--- src/rtl/hlrf_pkg.sv ---
// Shared definitions for the hconv-family raster sources: FSM encoding, pixel width
// and the flush-length formula.
package hlrf_pkg;
    localparam int PIX_W = 8;

    localparam logic [2:0] ST_IDLE   = 3'd0;
    localparam logic [2:0] ST_CLEAR  = 3'd1;
    localparam logic [2:0] ST_STREAM = 3'd2;
    localparam logic [2:0] ST_FLUSH  = 3'd3;
    localparam logic [2:0] ST_DONE   = 3'd4;

    // Zero beats needed to push the last hker-1 rows out of the convolver line buffers.
    function automatic int hflush_beats(input int len, input int ker);
        return (len + 1) * (ker - 1) + 1;
    endfunction
endpackage

--- src/rtl/hraster_cnt.sv ---
// Raster position counters: column/row with wrap plus a running linear address.
// Wraps everything back to zero after the last pixel so the address idles at 0.
module hraster_cnt #(
    parameter logic [15:0] HIM_LEN = 16'd520,
    parameter logic [15:0] HIM_HT  = 16'd520,
    parameter int          ADDR_W  = 19
) (
    input  logic              clk,
    input  logic              hres,
    input  logic              i_clr,
    input  logic              i_adv,
    output logic [15:0]       o_col,
    output logic [15:0]       o_row,
    output logic [ADDR_W-1:0] o_addr,
    output logic              o_last
);
    logic [15:0]       r_col;
    logic [15:0]       r_row;
    logic [ADDR_W-1:0] r_addr;
    logic              w_col_end;

    assign w_col_end = (r_col == HIM_LEN - 16'd1);
    assign o_last    = w_col_end && (r_row == HIM_HT - 16'd1);
    assign o_col     = r_col;
    assign o_row     = r_row;
    assign o_addr    = r_addr;

    always_ff @(posedge clk or posedge hres) begin
        if (hres) begin
            r_col  <= '0;
            r_row  <= '0;
            r_addr <= '0;
        end else if (i_clr || (i_adv && o_last)) begin
            r_col  <= '0;
            r_row  <= '0;
            r_addr <= '0;
        end else if (i_adv) begin
            r_addr <= r_addr + 1'b1;
            if (w_col_end) begin
                r_col <= '0;
                r_row <= r_row + 16'd1;
            end else begin
                r_col <= r_col + 16'd1;
            end
        end
    end
endmodule

--- src/rtl/hraster_src8.sv ---
// Raster pixel source: streams one frame from a sync-read memory into an hconv
// convolver with row-end masks, then drains its line buffers with zero beats.
module hraster_src8
    import hlrf_pkg::*;
#(
    parameter logic [15:0] HIM_LEN = 16'd520,
    parameter logic [15:0] HIM_HT  = 16'd520,
    parameter logic [7:0]  hker    = 8'd3,
    parameter int          ADDR_W  = 19
) (
    input  logic                   clk,
    input  logic                   hres,
    input  logic                   hstart,
    output logic                   hren,
    output logic [ADDR_W-1:0]      hraddr,
    input  logic [PIX_W-1:0]       hrdata,
    output logic [PIX_W-1:0]       hin,
    output logic [int'(hker)-2:0]  hrowend,
    output logic                   hclrbuffer,
    output logic                   hvalid,
    output logic                   hbusy,
    output logic                   hdone
);
    localparam int          RE_W   = int'(hker) - 1;
    localparam int          HFLUSH = hflush_beats(int'(HIM_LEN), int'(hker));
    // FLUSH state spans 2 pipeline-drain cycles plus HFLUSH beats.
    localparam logic [15:0] FL_END = 16'(HFLUSH + 1);

    logic [2:0]       r_state;
    logic [2:0]       w_nstate;
    logic [15:0]      r_fcnt;
    logic             r_s1_vld;
    logic [RE_W-1:0]  r_s1_re;
    logic [PIX_W-1:0] r_hin;
    logic [RE_W-1:0]  r_hre;
    logic             r_hvld;

    logic [15:0]      w_col;
    logic [15:0]      w_row;
    logic             w_last;
    logic             w_stream;
    logic             w_flush_beat;
    logic [RE_W-1:0]  w_re;

    assign w_stream = (r_state == ST_STREAM);

    hraster_cnt #(
        .HIM_LEN (HIM_LEN),
        .HIM_HT  (HIM_HT),
        .ADDR_W  (ADDR_W)
    ) u_cnt (
        .clk    (clk),
        .hres   (hres),
        .i_clr  (!w_stream),
        .i_adv  (w_stream),
        .o_col  (w_col),
        .o_row  (w_row),
        .o_addr (hraddr),
        .o_last (w_last)
    );

    // Tap k reaches k+1 pixels ahead; mask it when that crosses the row end.
    for (genvar k = 0; k < RE_W; k++) begin : g_re
        assign w_re[k] = (int'(w_col) < int'(HIM_LEN) - 1 - k);
    end

    assign w_flush_beat = (r_state == ST_FLUSH) && (r_fcnt >= 16'd1) && (r_fcnt < FL_END);

    always_comb begin
        w_nstate = r_state;
        case (r_state)
            ST_IDLE:   if (hstart) w_nstate = ST_CLEAR;
            ST_CLEAR:  w_nstate = ST_STREAM;
            ST_STREAM: if (w_last) w_nstate = ST_FLUSH;
            ST_FLUSH:  if (r_fcnt == FL_END) w_nstate = ST_DONE;
            ST_DONE:   w_nstate = ST_IDLE;
            default:   w_nstate = ST_IDLE;
        endcase
    end

    always_ff @(posedge clk or posedge hres) begin
        if (hres) begin
            r_state  <= ST_IDLE;
            r_fcnt   <= '0;
            r_s1_vld <= 1'b0;
            r_s1_re  <= '0;
            r_hin    <= '0;
            r_hre    <= '0;
            r_hvld   <= 1'b0;
        end else begin
            r_state  <= w_nstate;
            r_fcnt   <= (r_state == ST_FLUSH) ? r_fcnt + 16'd1 : 16'd0;
            r_s1_vld <= w_stream;
            r_s1_re  <= w_stream ? w_re : '0;
            r_hvld   <= r_s1_vld || w_flush_beat;
            r_hin    <= r_s1_vld ? hrdata : '0;
            if (r_s1_vld)
                r_hre <= r_s1_re;
            else if (w_flush_beat)
                r_hre <= '1;
            else
                r_hre <= '0;
        end
    end

    assign hren       = w_stream;
    assign hin        = r_hin;
    assign hrowend    = r_hre;
    assign hvalid     = r_hvld;
    assign hclrbuffer = (r_state == ST_CLEAR);
    assign hbusy      = (r_state == ST_CLEAR) || w_stream || (r_state == ST_FLUSH);
    assign hdone      = (r_state == ST_DONE);

    logic w_unused;
    assign w_unused = ^w_row;
endmodule

--- config.mk ---
export PLATFORM = sky130hd
export DESIGN_NAME = hraster_src8
export DESIGN_NICKNAME = d
export VERILOG_FILES = /design/src/rtl/hlrf_pkg.sv /design/src/rtl/hraster_cnt.sv /design/src/rtl/hraster_src8.sv
export SDC_FILE = /design/constraint.sdc
export NUM_CORES = 1
export LEC_CHECK = 0
export BUFFER_PORTS_ARGS = -buffer_cell sky130_fd_sc_hd__buf_4
export CORE_MARGIN = 5
export CORE_UTILIZATION = 45
export CTS_BUF_LIST = sky130_fd_sc_hd__clkbuf_16
export DETAILED_ROUTE_END_ITERATION = 6
export PLACE_DENSITY = 0.65
export SYNTH_ARGS = -nofsm -noshare
export SYNTH_HDL_FRONTEND = slang
export SYNTH_SLANG_ARGS = --single-unit
--- constraint.sdc ---
create_clock -name clk -period 6.27 [get_ports clk]
set_input_delay 0.3135 -clock clk [delete_from_list [all_inputs] [get_ports clk]]
set_output_delay 0.3135 -clock clk [all_outputs]
set_load 0.01 [all_outputs]
* Yosys cells after proc, flatten, opt, wreduce, memory -nomap -nowiden
Cells that the tools add are included.
** Cells by class
- Reduce and logical (&&, ||, !) cells :: 14
- $lt $le $gt $ge :: 4
- Equality and inequality tests :: 10
- Add/sub/neg operators :: 4
- Muxes and demuxes :: 17
** Operators with widths (number)
- $mux 16 :: 7
- $add 16x1->16 const B :: 3
- $mux 19 :: 2
- $eq 16x10->1 const B :: 2
- $lt 16x10->1 const B :: 2
- $add 19x1->19 const B :: 1
- $eq 16x11->1 const B :: 1
- $ge 16x1->1 const B :: 1
- $lt 16x11->1 const B :: 1
- $pmux 3 s4 :: 1
- $mux 3 :: 3
- $mux 8 :: 1
- $eq 3x2->1 const B :: 2
- $mux 2 :: 3
- $ne 2x2->1 const B :: 3
- $logic_and 1x1->1 :: 4
- $logic_or 1x1->1 :: 4
- $reduce_bool 2->1 :: 2
- $eq 3x1->1 const B :: 1
- $eq 3x3->1 const B :: 1
- $logic_not 3->1 :: 1
- $reduce_and 3->1 :: 1
- $reduce_and 2->1 :: 1
- $logic_not 1->1 :: 1
** Word-level totals
- Input port bits :: 11
- Register bits after elaboration :: 84
- Word-level logic and storage cells :: 59
- Output and inout bits :: 34

* Depth between registers and ports, before layout
Gate-level depths: netlist of run 1.
- Depth after elaboration :: 6
- Depth in mapped cells :: 8
- Mapped depth without buffers :: 7

* Hierarchy
Synthesis of run 1 repeated with hierarchy kept, for this count alone.
** Second synthesis, totals
- Cell total of the unflattened synthesis :: 438
- Area total of the unflattened synthesis :: 4265.3 um^2
** Modules (own cells, without submodules)
- hraster_cnt :: cells each 286, seq. area each 1276.2 um^2, area each 2720.1 um^2, instances 1
- hraster_src8 :: cells each 152, seq. area each 825.8 um^2, area each 1545.2 um^2, instances 1

* Least setup slack after synthesis of run 1
Ideal clock, no wire load.
- Kind :: reg-to-reg
- From :: register u_cnt.r_col[3], in the netlist u_cnt.o_col[3]
- To :: register u_cnt.r_row[4], in the netlist u_cnt.o_row[4]
- Stages on the path, launching flop included :: 8
- Clock period less this slack :: 2.159 ns
- Setup time :: 0.121 ns
- Path buffers :: 2
- Data arrival time :: 2.037 ns
- Required time :: 6.149 ns
- Setup slack :: 4.111 ns
- Path through :: dfrtp_1 > or4_4 > or4_1 > buf_2 > buf_6 > a21oi_2 > xnor2_1 > nor2_1
** Between the ends
- Longest elaborated chain between the ends :: 6
- Elaborated cells between the ends (all ways) :: 8
- Classes of those cells :: 1 x eq/ne; 1 x mux; 6 x reduce/logical
** RTL lines
- start, declared :: RTL line hraster_cnt.sv:17 : logic [15:0] r_col;
- start signal, assigned :: RTL line hraster_cnt.sv:43 : r_col <= r_col + 16'd1;
- $eq 16x10->1 (*) :: RTL line hraster_cnt.sv:22 : assign w_col_end = (r_col == HIM_LEN - 16'd1);
- $logic_and 1x1->1 :: RTL line hraster_cnt.sv:23 : assign o_last = w_col_end && (r_row == HIM_HT - 16'd1);
- $logic_and 1x1->1 :: RTL line hraster_cnt.sv:33 : end else if (i_clr || (i_adv && o_last)) begin
- $logic_or 1x1->1 :: RTL line hraster_cnt.sv:33
- $reduce_bool 2->1 (no line)
- $reduce_and 2->1 (no line)
- end signal, assigned :: RTL line hraster_cnt.sv:41 : r_row <= r_row + 16'd1;
- end, declared :: RTL line hraster_cnt.sv:18 : logic [15:0] r_row;
Mark *: on every way between the ends. The rest lies on a longest branch, timed or not.
A chain may end at the register's enable or synchronous reset.

* Worst setup path in the final report of run 1
- From :: register u_cnt.r_col[3], in the netlist u_cnt.o_col[3]
- To :: register u_cnt.r_row[9], in the netlist u_cnt.o_row[9]
Same word-level chain as after synthesis.

==> results of run 1 <==
==> state kept, by name, summed over array words and instances, names as in the netlist <==
signal and flops:
r_state 3, u_cnt.o_addr 19, r_s1_re 2, hin 8
u_cnt.o_row 16, r_s1_vld 1, u_cnt.o_col 16, hrowend 2
hvalid 1, r_fcnt 16
==> per-layer routing <==
| metal | vias up | part of all wire | wire, um |
|---|---|---|---|
| met3 | 8 | 0.031 | 243 |
| met5 | - | 0 | 0 |
| met1 | 1452 | 0.47 | 3660 |
| li1 | 1456 | - | - |
| met4 | 0 | 0.013 | 104 |
| met2 | 37 | 0.49 | 3830 |
==> per-stage QoR <==
stage | hold slack, ns | utilization
after detailed placement | 0.441 | 0.506
after global routing | 0.192 | 0.542
after floorplan | 0.424 | -
final | 0.196 | 0.542
after CTS | 0.188 | 0.542
after global placement | 0.445 | 0.506
==> Yosys cell counts, types with 6 or more instances <==
library cell,n
and4_1,7
xor2_1,29
nor3_1,6
xnor2_1,26
dfrtp_1,84
and2_1,13
a21oi_1,12
o21ai_0,8
nor2_1,78
and3_1,6
nand3_1,21
clkbuf_1,7
nand2_1,27
nand4_1,16
ha_1,7
inv_1,11
a21oi_2,6
or4_1,6
==> area by class of cell <==
type,count,area (sq um)
clock buffer,9,225
clock inverter,7,83.8
fill,780,3980
inverter,11,42.5
multi-input combinational,294,1780
sequential,84,2100
tap,108,135
timing repair buffer,45,338
==> report_power, final <==
group / internal (uW) / total [uW] / switching (uW) / leakage, uW
clock: 344 / 548 / 205 / 0.000155
combinational: 8.81 / 22.8 / 14.0 / 0.000845
sequential: 545 / 545 / 0.679 / 0.00110
==> worst max-delay path: stages, from the launching register on <==
cell and delay (ns):
dfrtp_1 0.43, or4_4 0.57, nor4_2 0.60, nand2_1 0.16, nand2_1 0.80, nor2_1 0.13
==> final timing paths <==
check / from / end / slack (ns) / cells after the start
max in group asynchronous: hres / u_cnt.o_col[4] / 5.29 / 3
max: u_cnt.o_col[3] / u_cnt.o_row[9] / 3.40 / 5
max reg2reg: u_cnt.o_col[3] / u_cnt.o_row[9] / 3.40 / 5
min: hrdata[4] / hin[4] / 0.20 / 2
min reg2reg: r_s1_re[0] / hrowend[0] / 0.45 / 2
min in group asynchronous: hres / hin[1] / 0.31 / 3
==> cells in the final DEF, fill, tap and decap left out, types with 2 or more instances in the layout <==
cell | synthesis | final
a21oi_1 | 12 | 12
a21oi_2 | 6 | 6
and2_1 | 13 | 13
and3_1 | 6 | 6
and4_1 | 7 | 7
buf_4 | 0 | 45
bufinv_16 | 0 | 2
clkbuf_16 | 0 | 9
clkinv_2 | 0 | 2
dfrtp_1 | 84 | 84
ha_1 | 7 | 7
inv_1 | 11 | 12
nand2_1 | 27 | 27
nand3_1 | 21 | 21
nand4_1 | 16 | 16
nand4b_1 | 2 | 2
nor2_1 | 78 | 78
nor3_1 | 6 | 6
nor4_1 | 5 | 5
o2111ai_1 | 2 | 2
o21ai_0 | 8 | 8
or3_1 | 4 | 4
or4_1 | 6 | 6
xnor2_1 | 26 | 26
xor2_1 | 29 | 29
==> kinds of logic (layout without fill, tap and decap cells) <==
| kind of cell | after synthesis | count (layout) | share of synthesized area |
|---|---|---|---|
| compound gates | 33 | 33 | 0.0518 |
| xor+xnor | 55 | 55 | 0.121 |
| fa+ha+maj | 7 | 7 | 0.0220 |
| buf+inv | 25 | 72 | 0.0270 |
| flops | 84 | 84 | 0.527 |
| simple gates | 199 | 199 | 0.251 |
==> metrics.log, run 1 <==
INFO  metric final_std_cells_w_o_fill = 558
INFO  metric clock_tree_from_tritoncts = done
INFO  metric fin_total_pwr = roughly 1100 uW
INFO  metric globalplace.congestion = 0.841
INFO  metric power.leakage = around 0.0021 uW
INFO  metric drc_errors = 0
INFO  metric die_area = roughly 11000 sq um
INFO  metric yosysUniqueCellTypes = 38
INFO  metric worstSetupEndpointType = flip-flop
INFO  metric final_min_period_over_clock_period = 0.458
INFO  metric register_bit_count_reported_by_yosys = between 80 and 90
INFO  metric synthDominantAreaCellType = dfrtp_1
INFO  metric grtUsageMet3 = 0.0403
INFO  metric cp_data_required_time = around 6.4 ns
INFO  metric cp_data_arrival_time = approximately 3.0 ns
INFO  metric postSynthNetCount = ~420
INFO  metric gr-max-usage-layer = met2
INFO  metric critPathMaxFanout = 31
INFO  metric stdcell_area = approximately 4700 sq um
INFO  metric worst_clock_skew = 0.00904 ns
INFO  metric peakVddDrop = 153 uV
INFO  metric row_count = 34
INFO  metric setup_violating_endpoint_count_in_the_final_report = 0
INFO  metric post-synth-top-area-fraction = 0.527
INFO  metric post_cts.repair.setup_buffers = 0
INFO  metric routed_wl = 7.84 mm
INFO  metric worstSetupPathType = flip-flop to flip-flop
INFO  metric yosysSeqAreaShare = 0.527
INFO  metric grt_util_all_layers = 0.155
INFO  metric worstSkewPairLatency = between 0.3 and 0.4 ns
INFO  metric pwr_density_cell = 237 nW/um^2
INFO  metric antenna_violations_before_repair = 0
INFO  metric period_needed = roughly 2.9 ns
INFO  metric max_cap_violations = 0
INFO  metric flow.area_growth_from_synthesis = 18.0%
INFO  metric ant_nets = 0
INFO  metric run_status = finished clean
INFO  metric synth_edf_count = 0
INFO  metric rsz0062_at_grt = no
INFO  metric drt-pass1-iter-count = 4
INFO  metric routed_wire_length_per_instance = approximately 14 um
INFO  metric grt.overflow.total = 0
INFO  metric antenna-diode-count = 0
INFO  metric nets = around 460
INFO  metric hpwlAfterDp = between 5 and 6 mm
INFO  metric min_path_type = primary input to flip-flop
INFO  metric grtUsageMet1 = 0.210
INFO  metric clock_tree.buffer_depth = 2
INFO  metric final_layout_size_suffix_gt1_frac = 0.153
INFO  metric synth_top_cells_by_area = dfrtp_1 (53%), nor2_1 (7.3%), xor2_1 (6.4%), xnor2_1 (5.7%), nand3_1 (2.6%)
INFO  metric critical_path.startpoint_type = flip-flop
INFO  metric yosys_warnings = 0
INFO  metric postSynth.asyncResetShare = 1.00
INFO  metric post-place-cells = between 500 and 600
INFO  metric drt_iter0_drc = between 100 and 150
INFO  metric viasPerCell = 5.29
INFO  metric groute.layer.met2.usage = 0.243
INFO  metric dp_worst_setup_slack = ~3.4 ns
INFO  metric setup_ws = roughly 3.4 ns
INFO  metric io_pins = 45
INFO  metric maximum_level_of_the_cts_h_tree = 3
INFO  metric tns = 0 ns
INFO  metric relative_slew_slack = 0.305
INFO  metric grt_pass1_wl = 14.0 mm
INFO  metric grt_max_degree = 85
INFO  metric cts-buffers-inserted = 9
INFO  metric dieWidth = around 100 um
INFO  metric slew_viol_final = 0
INFO  metric dr_vias = approximately 3000
INFO  metric timing_worst_slew_pin_value = 1.04 ns
INFO  metric clk_pin_slew_worst_paths = roughly 0.06 ns
INFO  metric die_y = 104 um
INFO  metric mean_post_synth_cell_area = ~10 sq um
INFO  metric syn-instance-count = between 400 and 500
INFO  metric root_buffer = clkbuf_16
INFO  metric initial_utilization = 0.459
INFO  metric post_cts_resized = 0
INFO  metric cts_hold_buf = 0
INFO  metric max_freq = 349 MHz
INFO  metric netlist_area = about 4000 sq um
INFO  metric io_buffers = 44
INFO  metric hold_viol = 0
INFO  metric synthFlopType = dfrtp_1
INFO  metric post_dp_cell_area = 4390 sq um
INFO  metric grt_pass1_vias = 2942
INFO  metric placeableCoreArea = roughly 8700 sq um
INFO  metric clock-sinks = 84
No activity file was read; power rests on OpenSTA's default activity.
==> run 2, diff against run 1 <==
clock period = 2.81 ns   (was 6.27 ns; I/O delays follow)
==> run 2 against run 1 <==
  * Sequential power is 120% higher
  * Die area unchanged
  * Routed wire length shrank 1.8%
  * Critical endpoint is now u_cnt.o_col[7]
  * Clock skew is 0.0057 ns lower
  * Critical path depth is the same
  * Largest cell class unchanged
  * Register-to-register slack got worse by 2.9 ns
  * Clock-buffer cell count unchanged
  * Clock power rose by 120%
  * Sequential share of layout area decreased by 0.49 points
  * Core utilization is 0.61 points higher
  * Fmax is 22% higher
  * Largest power group is now sequential cells
==> metrics.log, run 2 (synthesis gave the netlist of run 1 again) <==
INFO  metric routed_wl = 7.70 mm
INFO  metric tns = 0 ns
INFO  metric grtUsageMet1 = 0.189
INFO  metric dr_vias = about 2900
INFO  metric crit_path_max_incr_delay = approximately 0.57 ns
INFO  metric drc_errors = 0
INFO  metric setup.worst_path.start = u_cnt.o_col[3]
INFO  metric antenna-diode-count = 0
INFO  metric worst_path_dominant_cell_family = simple AND/OR/NAND/NOR gates
INFO  metric drt_iter0_drc = 115
INFO  metric fin_total_pwr = about 2500 uW
INFO  metric grt_max_degree = between 80 and 90
INFO  metric groute.layer.met2.usage = 0.235
INFO  metric slowest_stage = or4_4
INFO  metric max_cap_violations = 0
INFO  metric cts-buffers-inserted = 9
INFO  metric stdcell_area = around 4800 sq um
INFO  metric maximum_level_of_the_cts_h_tree = 3
INFO  metric setup_violating_endpoint_count_in_the_final_report = 0
INFO  metric routed_wire_length_per_instance = approximately 14 um
INFO  metric dieWidth = ~100 um
INFO  metric largest_register_ff_count = 19
INFO  metric nets = ~470
INFO  metric cp_data_required_time = ~3 ns
INFO  metric peakVddDrop = ~440 uV
INFO  metric pwr_density_cell = between 500 and 600 nW/um^2
INFO  metric die_y = roughly 100 um
INFO  metric post_cts.repair.setup_buffers = 0
INFO  metric min_path_type = primary input to flip-flop
INFO  metric grt.overflow.total = 0
INFO  metric drt-pass1-iter-count = 4
INFO  metric globalplace.congestion = a little under 0.8
INFO  metric row_count = 34
INFO  metric io_buffers = 44
INFO  metric io_pins = 45
INFO  metric worstSkewPairLatency = around 0.33 ns
INFO  metric worstHoldEndpoint = hin[4]
INFO  metric final_layout_size_suffix_gt1_frac = 0.160
INFO  metric hpwlAfterDp = slightly above 5 mm
INFO  metric multi_input_area = about 1800 sq um
INFO  metric worstSetupEndpointType = flip-flop
INFO  metric clock_tree.buffer_depth = 2
INFO  metric critPathBufInv = 1
INFO  metric gr-max-usage-layer = met2
INFO  metric antenna_violations_before_repair = 0
INFO  metric cp_data_arrival_time = around 2.5 ns
INFO  metric critPathMaxFanout = 14
INFO  metric mostFrequentLayoutCells = dfrtp_1 (84), nor2_1 (78), buf_4 (48)
INFO  metric grtUsageMet3 = 0.0528
INFO  metric flow.area_growth_from_synthesis = 19.3%
INFO  metric worst_clock_skew = between 0.003 and 0.004 ns
INFO  metric period_needed = 2.35 ns
INFO  metric hold_viol = 0
INFO  metric grt_pass1_vias = slightly below 3000
INFO  metric rr_endpoint = u_cnt.o_col[7]
INFO  metric slew_viol_final = 0
INFO  metric worst_r2r_startpoint = u_cnt.o_col[3]
INFO  metric timing_worst_slew_pin_value = 0.661 ns
INFO  metric holdCritStartpoint = hrdata[4]
INFO  metric viasPerCell = between 5 and 6
INFO  metric reg2reg_depth = 5
INFO  metric clock_tree_from_tritoncts = done
INFO  metric final_std_cells_w_o_fill = approximately 560
INFO  metric reg2reg_setup_slack = 0.46 ns
INFO  metric post_dp_cell_area = 4440 sq um
INFO  metric post-place-cells = about 550
INFO  metric final_min_period_over_clock_period = 0.835
INFO  metric rsz0062_at_grt = no
INFO  metric power.leakage = 0.00213 uW
INFO  metric critical_path.startpoint_type = flip-flop
INFO  metric die_area = roughly 11000 sq um
INFO  metric clk_pin_slew_worst_paths = about 0.060 ns
INFO  metric worstPathCellList = or4_4 > or4_1 > buf_4 > nand2_1 > nor2_1
INFO  metric layout_commonest_cell = dfrtp_1
INFO  metric worstSetupPathType = flip-flop to flip-flop
INFO  metric initial_utilization = 0.459
INFO  metric max_freq = roughly 430 MHz
INFO  metric whs_path_depth = 2
INFO  metric area.sequential = between 2000 and 2500 sq um
INFO  metric utilization = 0.548
INFO  metric grt_util_all_layers = 0.148
INFO  metric clock-sinks = 84
INFO  metric relative_slew_slack = 0.556
INFO  metric run_status = finished clean
INFO  metric root_buffer = clkbuf_16
INFO  metric ant_nets = 0
INFO  metric num-fill-cells = 790
INFO  metric placeableCoreArea = 8680 sq um
INFO  metric grt_pass1_wl = 13.4 mm
run 2: changes by cell type in the layout (fill, tap and decap cells not counted):
| cell | previous run | this run |
|---|---|---|
| buf_12 | 0 | 1 |
| dlygate4sd3_1 | 0 | 1 |
| buf_4 | 45 | 48 |
run 2: how the worst max path moves through the flow:
stage / to / slack, ns / cells after the start
global placement: u_cnt.o_col[9] / 0.52 / 5
finish: u_cnt.o_col[7] / 0.46 / 5
global route: u_cnt.o_col[15] / 0.36 / 5
CTS: u_cnt.o_col[7] / 0.46 / 5
detailed placement: u_cnt.o_col[7] / 0.46 / 5
floorplan: hin[0] / 0.50 / 1
run 2: what timing repair did:
item	4_1_cts	5_1_grt
gates resized for setup	0	0
hold buffers	1	0
endpoints found under the hold margin	84	0
run 2: stage by stage:
step / worst slack (ns) / hold WS, ns
3_5_place_dp: 0.459 / 0.281
5_1_grt: 0.357 / 0.00565
3_3_place_gp: 0.521 / 0.281
4_1_cts: 0.455 / 0.0158
6_report: 0.465 / 0.0259
2_1_floorplan: 0.504 / 0.275
run 2: cell type report:
cell class | count | share of cell area
Inverter | 11 | 0.00895
Multi-Input combinational cell | 294 | 0.374
Timing Repair Buffer | 50 | 0.0821
Clock inverter | 7 | 0.0176
Clock buffer | 9 | 0.0474
Sequential cell | 84 | 0.442
Tap cell | 108 | 0.0284
run 2: layer usage:
layer  vias to the layer above  wire [um]
met2                        38       3670
met5                         -          0
met1                      1435       3720
met4                         0         68
met3                         7        244
li1                       1457          -
run 2: where the power goes:
part	total, uW	switching (uW)	internal (uW)
combinational	53.9	31.3	22.6
clock	1210	447	767
sequential	1220	1.54	1220
total	2480	479	2000
run 2: worst register-to-register path, delay by kind of cell (launching register included):
| family | cells | cell delay (ns) |
|---|---|---|
| buffers and inverters | 1 | 0.21 |
| DFF | 1 | 0.44 |
| and+or+nand+nor | 4 | 1.56 |
